`src/rtl/shared_fn_sched.sv`:
```
// rtl/shared_fn_sched.sv - round-robin scheduler sharing one multi-cycle function unit
// Optional timeout watchdog in WAIT is compiled in with SHARED_FN_SCHED_WATCHDOG_EN.
module shared_fn_sched #(
  parameter int NUM_REQ        = 4,
  parameter int DATA_W         = 32,
  parameter int TIMEOUT_CYCLES = 64
) (
  input  logic                      clk,
  input  logic                      rst_n,
  input  logic [NUM_REQ-1:0]        req_valid,
  input  logic [NUM_REQ*DATA_W-1:0] req_arg1,
  input  logic [NUM_REQ*DATA_W-1:0] req_arg2,
  output logic [NUM_REQ-1:0]        req_ready,
  output logic                      fn_valid,
  input  logic                      fn_ready,
  output logic [DATA_W-1:0]         fn_arg1,
  output logic [DATA_W-1:0]         fn_arg2,
  input  logic                      fn_res_valid,
  input  logic [DATA_W-1:0]         fn_res,
  output logic [NUM_REQ-1:0]        rsp_valid,
  output logic [DATA_W-1:0]         rsp_data,
  output logic                      rsp_err,
  output logic                      busy
);

  localparam int IDX_W = (NUM_REQ > 1) ? $clog2(NUM_REQ) : 1;

  if (NUM_REQ < 2 || NUM_REQ > 8 || TIMEOUT_CYCLES < 1) begin : g_bad_param
    $error("shared_fn_sched: NUM_REQ must be 2..8 and TIMEOUT_CYCLES >= 1");
  end

  typedef enum logic [1:0] {
    IDLE  = 2'd0,
    ISSUE = 2'd1,
    WAIT  = 2'd2,
    RESP  = 2'd3
  } state_t;

  state_t           state;
  state_t           state_nx;
  logic [IDX_W-1:0] rr_ptr;
  logic [IDX_W-1:0] gnt_q;
  logic [IDX_W-1:0] gnt_nx;
  logic             any_req;
  logic [DATA_W-1:0] res_q;

`ifdef SHARED_FN_SCHED_WATCHDOG_EN
  localparam int CNT_W = $clog2(TIMEOUT_CYCLES + 1);
  logic [CNT_W-1:0] tmo_cnt;
  logic             tmo_hit;
  logic             err_q;

  // A result on the limit cycle wins over the timeout.
  assign tmo_hit = (state == WAIT) && !fn_res_valid &&
                   (tmo_cnt == CNT_W'(TIMEOUT_CYCLES - 1));
`endif

  assign any_req = |req_valid;

  // Lowest offset from rr_ptr wins, so scan offsets downward and keep the last hit.
  always_comb begin
    int               sum;
    logic [IDX_W-1:0] cand;
    sum    = 0;
    cand   = '0;
    gnt_nx = rr_ptr;
    for (int k = NUM_REQ - 1; k >= 0; k--) begin
      sum = int'(rr_ptr) + k;
      if (sum >= NUM_REQ) sum = sum - NUM_REQ;
      cand = IDX_W'(sum);
      if (req_valid[cand]) gnt_nx = cand;
    end
  end

  always_ff @(posedge clk or negedge rst_n) begin
    if (!rst_n) state <= IDLE;
    else        state <= state_nx;
  end

  always_comb begin
    state_nx = state;
    case (state)
      IDLE:  if (any_req) state_nx = ISSUE;
      ISSUE: if (fn_ready) state_nx = WAIT;
      WAIT: begin
        if (fn_res_valid) state_nx = RESP;
`ifdef SHARED_FN_SCHED_WATCHDOG_EN
        else if (tmo_hit) state_nx = RESP;
`endif
      end
      RESP:    state_nx = IDLE;
      default: state_nx = IDLE;
    endcase
  end

  always_ff @(posedge clk or negedge rst_n) begin
    if (!rst_n) begin
      fn_arg1 <= '0;
      fn_arg2 <= '0;
      gnt_q   <= '0;
      rr_ptr  <= '0;
      res_q   <= '0;
    end else begin
      case (state)
        IDLE: begin
          if (any_req) begin
            fn_arg1 <= req_arg1[int'(gnt_nx)*DATA_W +: DATA_W];
            fn_arg2 <= req_arg2[int'(gnt_nx)*DATA_W +: DATA_W];
            gnt_q   <= gnt_nx;
          end
        end
        WAIT: begin
          if (fn_res_valid) res_q <= fn_res;
`ifdef SHARED_FN_SCHED_WATCHDOG_EN
          else if (tmo_hit) res_q <= '0;
`endif
        end
        RESP: begin
          if (gnt_q == IDX_W'(NUM_REQ - 1)) rr_ptr <= '0;
          else                              rr_ptr <= gnt_q + 1'b1;
        end
        default: ;
      endcase
    end
  end

`ifdef SHARED_FN_SCHED_WATCHDOG_EN
  always_ff @(posedge clk or negedge rst_n) begin
    if (!rst_n) begin
      tmo_cnt <= '0;
      err_q   <= 1'b0;
    end else begin
      if (state != WAIT)     tmo_cnt <= '0;
      else if (!fn_res_valid) tmo_cnt <= tmo_cnt + 1'b1;
      if (state == WAIT) begin
        if (fn_res_valid) err_q <= 1'b0;
        else if (tmo_hit) err_q <= 1'b1;
      end
    end
  end
`endif

  always_comb begin
    req_ready = '0;
    rsp_valid = '0;
    rsp_data  = '0;
    rsp_err   = 1'b0;
    fn_valid  = (state == ISSUE);
    busy      = (state != IDLE);
    if (state == IDLE && any_req) req_ready[gnt_nx] = 1'b1;
    if (state == RESP) begin
      rsp_valid[gnt_q] = 1'b1;
      rsp_data         = res_q;
`ifdef SHARED_FN_SCHED_WATCHDOG_EN
      rsp_err          = err_q;
`endif
    end
  end

endmodule

```
`config.mk`:
```
export PLATFORM = sky130hd
export DESIGN_NAME = shared_fn_sched
export DESIGN_NICKNAME = d
export VERILOG_FILES = /design/src/rtl/shared_fn_sched.sv
export SDC_FILE = /design/constraint.sdc
export NUM_CORES = 1
export LEC_CHECK = 0
export ABC_AREA = 1
export CAP_MARGIN = 40
export CORE_AREA = 3 3 157 159
export CTS_CLUSTER_DIAMETER = 60
export DETAILED_ROUTE_END_ITERATION = 10
export DIE_AREA = 0 0 160 162
export PLACE_DENSITY = 0.74
export SLEW_MARGIN = 20
export SYNTH_ARGS = -nofsm -noshare
export SYNTH_HDL_FRONTEND = slang
export SYNTH_SLANG_ARGS = --single-unit
```
`constraint.sdc`:
```
create_clock -name clk -period 2.72 [get_ports clk]
set_clock_uncertainty 0.15 [all_clocks]
set_input_delay 0.544 -clock clk [delete_from_list [all_inputs] [get_ports clk]]
set_output_delay 0.544 -clock clk [all_outputs]
set_load 0.05 [all_outputs]
```
==> impl_results.md <==
- Status: finished, violations left
- Failing checks: negative setup slack
- Rows: 56
- Placer Congestion: 0.897
- RSZ-0062 raised after global routing: true
- HP Class: reg -> reg
- Measured slew at the worst slew-check pin: between 0.6 and 0.7 ns
- Final setup vio count: 3
- Grt total ovfl: 0
- Die height: 162 um
- Register area share after synthesis: roughly two fifths
- DR iter-0 viols: 487
- Ys Warns: 0
- Switching Fraction: 53.7%
- Pwr/cell area: 1430 mW/mm2
- Final non-filler cell total: 1658
- Post-synth design cell area: 0.00658 mm2
- Pin count of the biggest net entering global routing: 69
- Worst-path clk slew: 0.08 ns
- Sequential Power Share: 16.1%
- Sw power: approximately 9.2 mW
- Post-Synthesis Cells: 948
- Clk Latency, worst-skew pair: 0.35 ns
- Number of global-route vias before repair: 7995
- Rel. slew slack: 59.5%
- Via density: 4.90
- Yosys cell types: 21
- Post-DP HPWL: 21.0 mm
- Combinational power share: between 70% and 80%
- Area after DPL: between 0.01 and 0.015 mm2
- Design Area, Final: ~0.012 mm2
- CP Data Required Time: 2.03 ns
- Share of cells above drive strength 1: 13.5%
- Htree depth: 3
- Fill cell count: between 2000 and 2500
- Worst Setup Slack, final: -0.0561 ns
- Place WS: -0.338 ns
- Hold Vio Cnt, Final: 0
- CTS root buffer: clkbuf_16
- I/O Buffers: 401
- Detailed-route DRC error count: 0
- CTS Sinks: 102
- Die width: 160 um
- CTS tree: built
- Leakage: about 5.6 nW
- Placed cells: 1628
- Starting Density: 28.1%
- Worst VDD drop: just over 900 uV
- Final core occ: 51.4%
- Worst path arrival time: around 2.1 ns
- Mapped Avg Cell Area: 6.94 um2
- Register bit total from synthesis: 102
- Crit Path Class: reg -> out
- Post-route ant nets: 0
- DRT Pass-1 Iters: 5
- Setup crit end kind: output pin
- Area of the core: 0.0234 mm2
- Synth Net Count: 1252
- Final Slew Violations: 0
- Antenna violations before repair: 0
- Pwr Total: between 15 and 20 mW
- Clock share of power: 8.1%
- DIE AREA: 0.0259 mm2
- Bufs on Longest Clock Path: 2
- CTS buffer count: 9
- Critical path launch point type: flop
- Synth-to-layout area growth: 82.9%
- GRT Total Usage: between 20% and 30%
- Crit share post-route: 102%
- DR vias: 8119
- Max-cap violations: 0
- Max Freq: 0.360 GHz
- First-pass GRT wire length: between 40 and 50 mm
- Int Pwr: 7.95 mW
- Antenna Cells: 0
- CP Max Fanout: 6
- Final wirelength: 28.0 mm
- Minimum clock period: between 2 and 3 ns
- WL/cell: between 15 and 20 um
- Top-level port count: 403
- Fin nets: 1638
[metrics by stage]
| stage | hold slack (ns) | setup TNS (ns) |
|---|---|---|
| 5_1_grt | 0.351 | -0.553 |
| 3_5_place_dp | 0.315 | -14.76 |
| 3_3_place_gp | 0.311 | -10.07 |
| 4_1_cts | 0.336 | -0.0662 |
| 6_report | 0.332 | -0.0695 |
| 2_1_floorplan | 0.0984 | -0.522 |
[power by group through the flow]
stage               clock network [mW]  registers, mW  logic [mW]
floorplan                            0           4.30        6.36
global placement                     0           2.73        12.3
detailed placement                   0           2.77        12.5
CTS                               1.44           2.75        12.8
global route                      1.51           2.83        14.0
finish                            1.39           2.76        13.0
[final cells by class]
type | instances | area, um2 | area share (%)
Timing Repair Buffer | 454 | 4930 | 41.0
Multi-Input combinational cell | 713 | 3610 | 30.0
Sequential cell | 102 | 2550 | 21.2
Tap cell | 319 | 399 | 3.32
Clock buffer | 9 | 225 | 1.87
Inverter | 54 | 210 | 1.75
Clock inverter | 7 | 90.1 | 0.749
[synth_stat cells]
| cell | n | area (um2) |
|---|---|---|
| nor4_1 | 1 | 6.26 |
| ha_1 | 8 | 100 |
| mux2_2 | 32 | 360 |
| buf_1 | 8 | 30.0 |
| o21ai_1 | 1 | 5.00 |
| a21oi_1 | 2 | 10.0 |
| o21ai_0 | 5 | 25.0 |
| nor3_1 | 3 | 15.0 |
| nand3_1 | 328 | 1640 |
| o221ai_1 | 1 | 8.76 |
| inv_4 | 1 | 6.26 |
| dfrtp_1 | 102 | 2550 |
| conb_1 | 1 | 3.75 |
| buf_4 | 15 | 113 |
| nand2_2 | 1 | 6.26 |
| inv_1 | 51 | 191 |
| buf_2 | 36 | 180 |
| inv_2 | 2 | 7.51 |
| clkbuf_1 | 20 | 75.1 |
| nand2_1 | 325 | 1220 |
| nor2_1 | 5 | 18.8 |
[worst max-delay path: stages (launching register included)]
cell     delay [ns]
dfrtp_2        0.49
inv_4          0.13
nand2_1        0.08
nand2_2        0.09
nand2_2        0.08
nand2_2        0.07
nand2_2        0.07
nand2_4        0.09
nand2_4        0.05
nand2_4        0.09
nand2_8        0.07
buf_6          0.13
nor3_4         0.11
buf_6          0.18
[metal layers]
metal | vias up | global-route usage [%] | share of wire, %
li1 | 3880 | - | -
met1 | 3830 | 25.2 | 40
met2 | 352 | 35.7 | 51
met3 | 57 | 4.00 | 6.5
met4 | 0 | 7.89 | 3.0
met5 | - | 0 | 0
[registers in the layout (all words and copies together) (netlist names)]
| name | flops |
|---|---|
| fn_arg1 | 32 |
| fn_arg2 | 32 |
| res_q | 32 |
| gnt_q | 2 |
| rr_ptr | 2 |
| state | 2 |
[cells by family (layout without fill, tap and decap cells)]
logic type	Yosys count	count (layout)	synth area share (%)
simple gates	663	663	44.2
buf+inv	133	524	9.17
mux	32	32	5.48
flops	102	102	38.8
fa+ha+maj	8	8	1.52
compound gates	9	9	0.742
other cells	1	1	0.0570
[worst paths after layout]
kind | start | end | slack [ns] | depth (start not counted)
worst max register to register | rr_ptr[0] | fn_arg2[4] | 0.17 | 18
worst min register to register | fn_arg1[30] | fn_arg1[30] | 0.33 | 2
min in group asynchronous | rst_n | res_q[26] | 0.52 | 2
worst min-delay path | fn_arg1[30] | fn_arg1[30] | 0.33 | 2
worst max-delay path | rr_ptr[0] | req_ready[2] | -0.06 | 13
max in group asynchronous | rst_n | fn_arg2[15] | 1.27 | 3
[what timing repair did]
action / 4_1_cts / 5_1_grt
setup endpoints to repair: 4 / 4
pin swaps: 11 / 9
gates resized for setup: 33 / 22
setup buffers: 7 / 6
hold endpoints to repair: 25 / 0
hold buffers: 1 / 0
[layout by cell type (no fill, tap or decap), drive strengths merged]
master / synthesis / final
buf: 59 / 94
clkbuf: 20 / 9
ha: 8 / 8
conb: 1 / 1
o21ai: 6 / 6
clkinv: 0 / 3
o221ai: 1 / 1
nor3: 3 / 3
nand2: 326 / 326
dlygate4sd2: 0 / 4
dfrtp: 102 / 102
inv: 54 / 57
nand3: 328 / 328
a21oi: 2 / 2
nor4: 1 / 1
nor2: 5 / 5
clkdlybuf4s50: 0 / 355
bufinv: 0 / 1
dlygate4sd3: 0 / 1
mux2: 32 / 32
Power figures use the tool's default switching activity.
